<file path="src/rtl/fifo_stream_reader_pkg.sv">
// Shared types and constants for the FIFO stream reader.
// Includes the skid-buffer occupancy helper used by the read-issue logic.
package fifo_stream_reader_pkg;

    typedef enum logic [1:0] {
        IDLE = 2'd0,
        RUN  = 2'd1,
        DONE = 2'd2
    } state_t;

    localparam int SKID_DEPTH = 2;
    localparam int CNT_W      = $clog2(SKID_DEPTH + 1);

    // Room exists if buffered + in-flight words, less this cycle's pop, fit.
    function automatic logic has_room(
        input logic [CNT_W-1:0] cnt,
        input logic             inflight,
        input logic             pop
    );
        logic [CNT_W:0] occ;
        occ = {1'b0, cnt}
            + {{CNT_W{1'b0}}, inflight}
            - {{CNT_W{1'b0}}, pop};
        return occ < (CNT_W + 1)'(SKID_DEPTH);
    endfunction

endpackage

</file>
<file path="src/rtl/stream_skid2.sv">
// Two-entry in-order buffer: write port in, valid/ready stream out.
// The head register holds its last value when the buffer drains.
module stream_skid2
    import fifo_stream_reader_pkg::*;
#(
    parameter int DATA_WIDTH = 8
) (
    input  logic                  clk,
    input  logic                  rst,
    input  logic                  wr_en_i,
    input  logic [DATA_WIDTH-1:0] wr_data_i,
    output logic                  rd_valid_o,
    input  logic                  rd_ready_i,
    output logic [DATA_WIDTH-1:0] rd_data_o,
    output logic [CNT_W-1:0]      cnt_o
);

    logic [DATA_WIDTH-1:0] head_q, head_d;
    logic [DATA_WIDTH-1:0] tail_q, tail_d;
    logic [CNT_W-1:0]      cnt_q, cnt_d;
    logic                  pop;

    assign rd_valid_o = (cnt_q != '0);
    assign rd_data_o  = head_q;
    assign cnt_o      = cnt_q;
    assign pop        = rd_valid_o & rd_ready_i;

    always_comb begin
        head_d = head_q;
        tail_d = tail_q;
        cnt_d  = cnt_q;
        unique case ({wr_en_i, pop})
            2'b10: begin
                if (cnt_q == '0) begin
                    head_d = wr_data_i;
                end else begin
                    tail_d = wr_data_i;
                end
                cnt_d = cnt_q + CNT_W'(1);
            end
            2'b01: begin
                if (cnt_q == CNT_W'(SKID_DEPTH)) begin
                    head_d = tail_q;
                end
                cnt_d = cnt_q - CNT_W'(1);
            end
            2'b11: begin
                // Occupancy unchanged; the new word lands behind whatever remains.
                if (cnt_q == CNT_W'(SKID_DEPTH)) begin
                    head_d = tail_q;
                    tail_d = wr_data_i;
                end else begin
                    head_d = wr_data_i;
                end
            end
            default: begin
            end
        endcase
    end

    always_ff @(posedge clk or posedge rst) begin
        if (rst) begin
            head_q <= '0;
            tail_q <= '0;
            cnt_q  <= '0;
        end else begin
            head_q <= head_d;
            tail_q <= tail_d;
            cnt_q  <= cnt_d;
        end
    end

endmodule

</file>
<file path="src/rtl/fifo_stream_reader.sv">
// Pulls a fixed-length burst from a one-cycle-latency FIFO onto a
// valid/ready stream, hiding the read latency behind a 2-entry skid buffer.
module fifo_stream_reader
    import fifo_stream_reader_pkg::*;
#(
    parameter int DATA_WIDTH = 8,
    parameter int LEN_WIDTH  = 8
) (
    input  logic                  clk,
    input  logic                  rst,
    input  logic                  start,
    input  logic [LEN_WIDTH-1:0]  len,
    output logic                  busy,
    output logic                  done,
    output logic                  fifo_rden,
    input  logic                  fifo_empty,
    input  logic [DATA_WIDTH-1:0] fifo_data,
    output logic                  m_valid,
    input  logic                  m_ready,
    output logic [DATA_WIDTH-1:0] m_data,
    output logic                  m_last
);

    state_t               state_q, state_d;
    logic [LEN_WIDTH-1:0] issue_rem_q, issue_rem_d;
    logic [LEN_WIDTH-1:0] deliv_rem_q, deliv_rem_d;
    logic                 inflight_q;
    logic [CNT_W-1:0]     skid_cnt;
    logic                 pop;

    stream_skid2 #(
        .DATA_WIDTH (DATA_WIDTH)
    ) u_skid (
        .clk        (clk),
        .rst        (rst),
        .wr_en_i    (inflight_q),
        .wr_data_i  (fifo_data),
        .rd_valid_o (m_valid),
        .rd_ready_i (m_ready),
        .rd_data_o  (m_data),
        .cnt_o      (skid_cnt)
    );

    assign pop  = m_valid & m_ready;
    assign busy = (state_q != IDLE);
    assign done = (state_q == DONE);

    assign m_last = m_valid & (deliv_rem_q == LEN_WIDTH'(1));

    // A pop this cycle frees a slot in time for the word this read returns.
    assign fifo_rden = (state_q == RUN)
                     & ~fifo_empty
                     & (issue_rem_q != '0)
                     & has_room(skid_cnt, inflight_q, pop);

    always_comb begin
        state_d     = state_q;
        issue_rem_d = issue_rem_q;
        deliv_rem_d = deliv_rem_q;
        unique case (state_q)
            IDLE: begin
                if (start) begin
                    if (len != '0) begin
                        issue_rem_d = len;
                        deliv_rem_d = len;
                        state_d     = RUN;
                    end else begin
                        state_d = DONE;
                    end
                end
            end
            RUN: begin
                if (fifo_rden) begin
                    issue_rem_d = issue_rem_q - LEN_WIDTH'(1);
                end
                if (pop) begin
                    deliv_rem_d = deliv_rem_q - LEN_WIDTH'(1);
                    if (deliv_rem_q == LEN_WIDTH'(1)) begin
                        state_d = DONE;
                    end
                end
            end
            DONE: begin
                state_d = IDLE;
            end
            default: begin
                state_d = IDLE;
            end
        endcase
    end

    always_ff @(posedge clk or posedge rst) begin
        if (rst) begin
            state_q     <= IDLE;
            issue_rem_q <= '0;
            deliv_rem_q <= '0;
            inflight_q  <= 1'b0;
        end else begin
            state_q     <= state_d;
            issue_rem_q <= issue_rem_d;
            deliv_rem_q <= deliv_rem_d;
            inflight_q  <= fifo_rden;
        end
    end

endmodule

</file>
<file path="config.mk">
export PLATFORM = sky130hd
export DESIGN_NAME = fifo_stream_reader
export DESIGN_NICKNAME = d
export VERILOG_FILES = /design/src/rtl/fifo_stream_reader_pkg.sv /design/src/rtl/stream_skid2.sv /design/src/rtl/fifo_stream_reader.sv
export SDC_FILE = /design/constraint.sdc
export NUM_CORES = 1
export LEC_CHECK = 0
export ABC_AREA = 1
export CAP_MARGIN = 20
export CORE_MARGIN = 1
export CORE_UTILIZATION = 44
export DETAILED_ROUTE_END_ITERATION = 8
export HOLD_SLACK_MARGIN = 0.03
export PLACE_DENSITY_LB_ADDON = 0.15
export SETUP_SLACK_MARGIN = 0.05
export SLEW_MARGIN = 40
export SYNTH_ARGS = -nofsm -noshare
export SYNTH_HDL_FRONTEND = slang
export SYNTH_SLANG_ARGS = --single-unit
</file>
<file path="constraint.sdc">
create_clock -name clk -period 2.7 [get_ports clk]
set_input_delay 0.54 -clock clk [delete_from_list [all_inputs] [get_ports clk]]
set_output_delay 0.54 -clock clk [all_outputs]
set_load 0.01 [all_outputs]
</file>
==> flow_summary.toml <==
[run_status]
outcome = "completed"

[route]
drt_first_iter_violations = 149
vias_per_cell = 4.970
dr_total_vias = 1978
finalWirelength_um = 5131
drt_first_pass_iters = 4
ant_nets = 0
drc = 0
wl_per_cell_um = 12.89

[timing]
post-route-period-util = 0.9363
hold_viol_final = 0
max_slew.worst_pin.slew_ns = 0.4856
period_minus_slack_ns = 2.528
skew_ns = 0.008262
max_freq_mhz = 395.6
grt_setup_unrepaired = "no"
slew_viol_final = 0
setup_violations = 0
relSlewSlack = 0.6763

[logic_synthesis]
syn-num-nets = 310
ys_types = 33
ys_warn_count = 0
synth_top_cells_by_count = "90 x nand2_1, 37 x dfrtp_1, 34 x nor2_1"
yosysMostFrequentCell = "nand2_1"
netlist_instances = 284
yosys_register_bits = 37
synth_top_area_cell = "dfrtp_1"
synth-main-ff-cell = "dfrtp_1"
synth_edf_count = 0
syn_area_sq_um = 2210
avgSynthCellArea_sq_um = 7.780
netlist.area_leader.share = 0.4190
async_flop_share = 1.000
yosys-top-cells-area = "dfrtp_1 42%, nand2_1 15%, nor2_1 5.8%"
seq_area_frac_synth = 0.4190

[finish]
stdcell_area_sq_um = 2791
drive_above_1_share = 0.1662
final_util = 0.5833
fin_nets = 357
fin_cells = 398
fillers = 475
syn_to_final_growth_pct = 26.33
n_antenna_cell = 0

[global_route]
grtUsageTotal = 0.2224
grt_max_degree = 38
antenna_found_initial = 0
grt_pass1_vias = 1912
overflow = 0
grt_pass1_wl_um = 8866

[cts]
clock_latency_ns = 0.29
cts_tree = "built"
root_buffer = "clkbuf_8"
holdBufCountCts = 0
cts_buffers = 5
path_clk_slew_ns = 0.07
htreeDepth = 2
cts_num_sinks = 37
clockBufferDepth = 2

[placed_design]
dp_cells = 390
gp_congestion = 0.8463
port_buffers = 33
post_dp_cell_area_sq_um = 2670
dp_hpwl_um = 3703

[die]
die_w_um = 72.87
ioPinCount = 34
fp.coreArea_sq_um = 4786
die_h_um = 72.87
initial_core_util = 0.4617
die-area_sq_um = 5309
row_count = 25

[setup_path]
cp.required_ns = 2.16
critPathKind = "input port to output pin"
cp-end-kind = "output pin"
cp-start-kind = "input port"
worstPathArrival_ns = 1.99
crit_path_max_fanout = 3

[power_and_ir_drop]
p_per_area_nw_per_um2 = 1234
total_leakage_power_uw = 0.001355
peakVddDrop_mv = 0.6165

[flow_run]
cap_violations = 0

[hold_path]
min_path_type = "flip-flop to flip-flop"
## cells by family after synthesis
| logic type | share of synthesized area |
|---|---|
| buffers and inverters | 0.06398 |
| AOI/OAI and AO/OA | 0.09909 |
| and+or+nand+nor | 0.3256 |
| adders and majority gates | 0.03171 |
| muxes | 0.04077 |
| DFF | 0.4190 |
| xor gates and xnor gates | 0.01982 |
## path summary, 6_finish.rpt
kind	depth (start not counted)	to	startpoint	slack, ns
worst max-delay path	10	fifo_rden	m_ready	0.17
worst min-delay path	1	u_skid.tail_q[7]$_DFFE_PP0P_	u_skid.tail_q[7]$_DFFE_PP0P_	0.51
worst max register to register	12	issue_rem_q[3]$_DFFE_PP0P_	u_skid.cnt_o[0]$_DFFE_PP0P_	0.72
worst min register to register	1	u_skid.tail_q[7]$_DFFE_PP0P_	u_skid.tail_q[7]$_DFFE_PP0P_	0.51
max in group asynchronous	3	u_skid.tail_q[4]$_DFFE_PP0P_	rst	1.71
min in group asynchronous	3	deliv_rem_q[2]$_DFFE_PP0P_	rst	0.66
## timing repair
| action | in CTS | in global routing |
|---|---|---|
| endpoints found under the setup margin | 1 | 1 |
| pin swaps | 3 | 1 |
| setup buffers | 0 | 1 |
| gates resized for setup | 12 | 2 |
| gates cloned | 0 | 0 |
## area by class of cell
class                      instances  area [sq um]  area share
clock buffer                       5         68.82     0.02465
clock inverter                     2         35.03     0.01255
sequential                        37         925.9      0.3317
timing repair buffer              46         424.2      0.1519
multi-input combinational        215          1156      0.4142
inverter                          26         97.59     0.03496
tap                               67         83.83     0.03003
## layout by cell type (no fill, tap or decap), drive strengths merged, types with 4 or more instances in the layout
cell type / count
nand2: 95
nor2: 38
o21ai: 21
mux2: 8
inv: 26
dfrtp: 37
nand4: 4
ha: 4
a31oi: 8
clkbuf: 5
clkdlybuf4s50: 31
xor2: 4
nand3: 24
buf: 14
## routing by layer
metal,GRT usage,wire [um]
met3,0.04558,291
met1,0.3097,2303
met4,0.07190,44
met2,0.3479,2491
met5,0,0
## sequential cells by signal, indices dropped and copies added, names as in the netlist
| name | cells |
|---|---|
| inflight_q | 1 |
| deliv_rem_q | 8 |
| u_skid.cnt_o | 2 |
| u_skid.tail_q | 8 |
| issue_rem_q | 8 |
| u_skid.rd_data_o | 8 |
| state_q | 2 |
## metrics by stage
| stage | hold WS, ns | setup WS, ns | power (uW) | TNS (ns) |
|---|---|---|---|---|
| 2_1_floorplan | 0.4649 | 0.2916 | 2388 | 0 |
| 3_3_place_gp | 0.4898 | -0.5520 | 2934 | -0.5520 |
| 3_5_place_dp | 0.4869 | -0.6081 | 2971 | -0.6081 |
| 4_1_cts | 0.5050 | 0.1440 | 3461 | 0 |
| 5_1_grt | 0.5242 | 0.05484 | 3776 | 0 |
| 6_report | 0.5084 | 0.1719 | 3444 | 0 |
## where the power goes
part           leakage (uW)  total (uW)  switching [uW]  internal [uW]
clock             0.0000540         466             198            269
sequential         0.000449        1010             188            825
combinational      0.000852        1970            1140            824
total               0.00136        3440            1530           1920
## critical path, stage by stage
cell and delay (ns):
clkdlybuf4s15_2 0.21, inv_2 0.08, nor2_4 0.04, buf_4 0.13, fa_1 0.49, nand3b_1 0.09
nor2_2 0.14, o21ai_4 0.07, inv_1 0.06, buf_2 0.13
(Power assumes the default switching activity.)
==> patch 1: new RTL, same settings <==
Re-encode `state_t` (3 states) as one-hot, 3 bits wide.
--- a/src/rtl/fifo_stream_reader_pkg.sv
+++ b/src/rtl/fifo_stream_reader_pkg.sv
@@ -2,10 +2,10 @@
 // Includes the skid-buffer occupancy helper used by the read-issue logic.
 package fifo_stream_reader_pkg;
 
-    typedef enum logic [1:0] {
-        IDLE = 2'd0,
-        RUN  = 2'd1,
-        DONE = 2'd2
+    typedef enum logic [2:0] {
+        IDLE = 3'b001,
+        RUN  = 3'b010,
+        DONE = 3'b100
     } state_t;
 
     localparam int SKID_DEPTH = 2;
Function: same outputs for any inputs over 10 cycles, from zero or initial values and one cycle with rst high; not proved beyond that.
==> patch 1 against the original RTL <==
  * Power is 1.3% lower
  * Final area is 3.0% higher
  * Final cell count is 3.0% higher
  * Worst setup slack worse by 130 ps
  * Synthesized area is 1.9% higher
  * Largest power group unchanged
  * Sequential cell count is 1 higher
  * Register-to-register slack worse by 260 ps
  * Routed wire length is 2.8% lower
  * Non-clock buffer count is 2 lower
  * First-iteration DRC count is 6.0% lower
  * Largest cell class unchanged
  * Core utilization is 1.3 points higher
  * Clock power is 26% higher
==> patch 1: results (changes against the original RTL) <==
metric	value	unit	change
slowest stage cell, crit path	fa_1		
VDD IR max	542.8	uV	-12%
top cells by count, synth	nand2_1, dfrtp_1, nor2_1, inv_1, o21ai_0		
total track usage	0.2078		-0.01464
fin nets	368		+3.1%
largest delay contributor family on the critical path	simple AND/OR/NAND/NOR gates		
Tightest Hold Check Type	flip-flop to flip-flop		
CP Capture Point	fifo_rden		
first-iteration detailed-routing DRC count	140		-6.0%
clock tree buffer depth	2		unchanged
layout cells sized above 1	0.1429		-0.02331
number of global-route vias before repair	1898		-0.73%
Syn Nets	321		+3.5%
synth unique cells	29		-12%
R2R Setup Slk	460	ps	-260 ps
Worst Reg-to-Reg Cells	14		+2
Top FF cell, synth	dfrtp_1		
Pleak	0.001425	uW	+5.2%
Worst EP arrival	2110	ps	+120 ps
outcome	finished clean		
CTS clk-pin slew, worst paths	80	ps	
sequential area share after synthesis	0.4228		+0.003752
Crit. Startpoint	m_ready		
DR WL/cell	12.16	um	-5.7%
Worst-Margin Slew	495.0	ps	+9.414 ps
Crit Reg-Reg Startpoint	u_skid.cnt_o[0]		
first-pass GRT wire length	8528	um	-3.8%
Clk Latency, worst-skew pair	300	ps	
via count	2016		+1.9%
RR Endpoint	issue_rem_q[6]		
Area contributors post-synth	dfrtp_1, nand2_1, nor2_1, inv_1, o21ai_0		
ant diodes	0		unchanged
Placer Congestion	0.8113		-4.1%
largest net degree at the start of global routing	39		+2.6%
worst clock skew	8.602	ps	+0.3401 ps
DPL Wire Length	3670	um	-0.89%
==> patch 1: changes by cell type after synthesis, moves of 3 or more <==
cell | before | now
inv_1 | 22 | 33
o21ai_0 | 15 | 21
nand3_1 | 23 | 18
nor2_2 | 3 | 0
==> patch 1: stage by stage <==
| stage | utilization | hold WS (ps) | worst slack (ps) | cell area (um^2) | instances |
|---|---|---|---|---|---|
| floorplan | - | 441.9 | 114.3 | 2252 | 295 |
| global placement | 0.5626 | 457.7 | -698.7 | 2710 | 401 |
| detailed placement | 0.5626 | 466.6 | -760.5 | 2710 | 401 |
| CTS | 0.5956 | 488.2 | 17.75 | 2869 | 410 |
| global route | 0.5966 | 519.8 | -70.07 | 2874 | 410 |
| finish | 0.5966 | 476.9 | 45.44 | 2874 | 410 |
==> patch 1: logic make-up after synthesis <==
family / synth area share
compound gates: 0.1039
xor+xnor: 0.02333
fa+ha+maj: 0.03111
buf+inv: 0.07555
flops: 0.4228
mux: 0.04000
simple gates: 0.3033
==> patch 1: layout make-up <==
class / instances / area, um^2
Sequential cell: 38 / 952.2
Tap cell: 67 / 83.83
Fill cell: 474 / 1943
Clock buffer: 5 / 68.82
Timing Repair Buffer: 44 / 407.9
Inverter: 37 / 138.9
Multi-Input combinational cell: 216 / 1154
Clock inverter: 3 / 68.82
==> patch 1: report_power, final <==
group          switching [uW]  total (uW)  internal, uW
logic                    1060        1790           731
clock network             215         585           370
registers                 172        1020           848
total                    1450        3400          1950
==> patch 1: worst min path at each step <==
| stage | endpoint | from | slack, ps | cells after the start |
|---|---|---|---|---|
| 5_1_grt | u_skid.tail_q[0] | u_skid.tail_q[0] | 520 | 1 |
| 3_5_place_dp | deliv_rem_q[5] | deliv_rem_q[5] | 470 | 2 |
| 4_1_cts | issue_rem_q[1] | issue_rem_q[1] | 490 | 2 |
| 3_3_place_gp | issue_rem_q[1] | issue_rem_q[1] | 460 | 2 |
| 6_report | issue_rem_q[1] | issue_rem_q[1] | 480 | 2 |
| 2_1_floorplan | issue_rem_q[1] | issue_rem_q[1] | 440 | 2 |
==> patch 1: worst register-to-register path, delay by kind of cell, from the launching register on <==
kind                     cells  cell delay [ps]
adder cells (fa/ha/maj)      1              480
buffers and inverters        4              400
AND/OR/NAND/NOR              7              650
flip-flops                   1              400
AO/OA/AOI/OAI                2              250
==> patch 1: metal layers <==
metal,wire (um),track usage,vias up,part of all wire
met2,2349,0.3303,50,0.47
met1,2286,0.2719,917,0.46
met3,244,0.04115,12,0.049
li1,-,-,1037,-
met4,104,0.09829,0,0.021
met5,0,0,-,0
==> patch 1: what timing repair did <==
item	CTS	global route
resized for setup	14	1
endpoints found under the setup margin	1	1
hold buffers	0	0
pin swaps	4	4
buffers inserted	1	0
gates cloned	0	0
hold endpoints to repair	0	0
==> patch 2: new RTL, same settings <==
Without the edit above. `DATA_WIDTH` is set to 8 in 2 places; all go to 12.
--- a/src/rtl/stream_skid2.sv
+++ b/src/rtl/stream_skid2.sv
@@ -3,7 +3,7 @@
 module stream_skid2
     import fifo_stream_reader_pkg::*;
 #(
-    parameter int DATA_WIDTH = 8
+    parameter int DATA_WIDTH = 12
 ) (
     input  logic                  clk,
     input  logic                  rst,
--- a/src/rtl/fifo_stream_reader.sv
+++ b/src/rtl/fifo_stream_reader.sv
@@ -3,7 +3,7 @@
 module fifo_stream_reader
     import fifo_stream_reader_pkg::*;
 #(
-    parameter int DATA_WIDTH = 8,
+    parameter int DATA_WIDTH = 12,
     parameter int LEN_WIDTH  = 8
 ) (
     input  logic                  clk,
Ports: changed (resized fifo_data and m_data); port bits go from 34 to 42. The function was not compared with the original's and may differ.
==> patch 2 against the original RTL <==
  * Clock power grew 16%
  * Hold slack lost 20 ps
  * Final area grew 23%
  * Sequential cell count grew 8
  * Routed wire length grew 15%
  * Power grew 21%
  * Count of clock-buffer cells in the layout grew 1
  * Sequential share of layout area shrank 0.36 points
  * Die area grew 23%
  * Worst setup slack lost 190 ps
  * Clock skew shrank 2.1 ps
  * The run now ends with setup timing left
  * Synthesized area grew 23%
  * Maximum frequency shrank 6.9%
==> patch 2: results (changes against the original RTL) <==
metric	value	unit	change
first-iteration detailed-routing DRC count	91		-39%
R2R Setup Slk	190	ps	-530 ps
worst clock skew	6.170	ps	-2.092 ps
Worst EP arrival	2180	ps	+190 ps
Syn Nets	390		+26%
Worst path max stage delay	560	ps	+70 ps
layout cells sized above 1	0.1631		-0.003094
final setup violating endpoints	1		+1
DR WL/cell	12.02	um	-6.7%
DR vias/cell	4.728		-4.9%
outcome	complete, but fails checks		
top cells by count, synth	nand2_1, inv_1, dfrtp_1, nor2_1, nand3_1		
VDD IR max	479.6	uV	-22%
Area contributors post-synth	dfrtp_1, nand2_1, inv_1, nor2_1, nand3_1		
fin nets	446		+25%
Placer Congestion	0.8085		-4.5%
final worst slack	-16.82	ps	-188.7 ps
largest net degree at the start of global routing	25		-34%
GRT met2 Usage	0.3144		-0.03346
total track usage	0.2019		-0.02048
Max-slew headroom	0.5509		-0.1253
PortBufs	41		+24%
met1 usage	0.2789		-0.03082
Place WS	-678.9	ps	-70.86 ps
failing checks	setup timing		
met3 usage	0.03409		-0.01149
==> patch 2: changes by cell type in the layout (fill, tap and decap cells not counted), sizes merged, moves of 5 or more <==
| cell | change |
|---|---|
| buf | +5 |
| clkdlybuf4s50 | +8 |
| dfrtp | +8 |
| inv | +24 |
| mux2 | -8 |
| nand2 | +33 |
| nor2 | +6 |
| o21ai | +7 |
==> patch 2: power breakdown <==
group | internal (uW) | switching (uW) | total (uW) | leakage (uW)
Combinational | 1010 | 1420 | 2430 | 0.00113
Clock | 301 | 239 | 540 | 0.0000574
Sequential | 1000 | 212 | 1210 | 0.000548
Total | 2310 | 1870 | 4180 | 0.00174
==> patch 2: timing repair <==
| action | 4_1_cts | 5_1_grt |
|---|---|---|
| buffers inserted | 1 | 2 |
| pin swaps | 3 | 6 |
| resized for setup | 7 | 7 |
| setup endpoints to repair | 1 | 2 |
==> patch 2: per-stage QoR <==
step	power [uW]	instances	utilization	hold slack (ps)	TNS, ps
after global placement	3525	481	0.5481	464.0	-1530
after detailed placement	3572	481	0.5481	469.0	-2124
after floorplan	2901	360	-	455.8	0
after CTS	4137	490	0.5700	489.9	0
after global routing	4599	492	0.5763	509.6	-152.8
final	4178	492	0.5763	488.4	-16.82
==> patch 2: final timing paths <==
path / from / endpoint / cells after the start
max: u_skid.cnt_o[0] / fifo_rden / 12
min: u_skid.tail_q[8] / u_skid.tail_q[8] / 2
max reg2reg: u_skid.cnt_o[0] / issue_rem_q[0] / 16
min reg2reg: u_skid.tail_q[8] / u_skid.tail_q[8] / 2
max in group asynchronous: rst / u_skid.tail_q[9] / 3
min in group asynchronous: rst / u_skid.tail_q[0] / 2
==> patch 2: layer usage <==
metal / wire [um] / vias to the layer above
met2: 2672 / 37
li1: - / 1227
met1: 2980 / 1054
met3: 178 / 8
met4: 83 / 0
met5: 0 / -
==> patch 2: logic make-up after synthesis <==
kind of cell    synth area share
compound gates            0.1108
buf+inv                   0.1057
simple gates              0.3313
xor+xnor                 0.01287
flops                     0.4136
fa+ha+maj                0.02574
==> patch 2: area by class of cell <==
class                   instances  area, um^2
inverters                      52       212.7
clock inverters                 2       37.54
clock buffers                   6       82.58
repair buffers                 59       545.5
well taps                      75       93.84
fillers                       583        2524
multi-input cells             253        1334
flip-flops and latches         45        1126
==> patch 2: critical path, delay by kind of cell, from the launching register on <==
kind | cells | cell delay, ps
flops | 1 | 410
fa+ha+maj | 1 | 560
simple gates | 7 | 650
buf+inv | 4 | 270
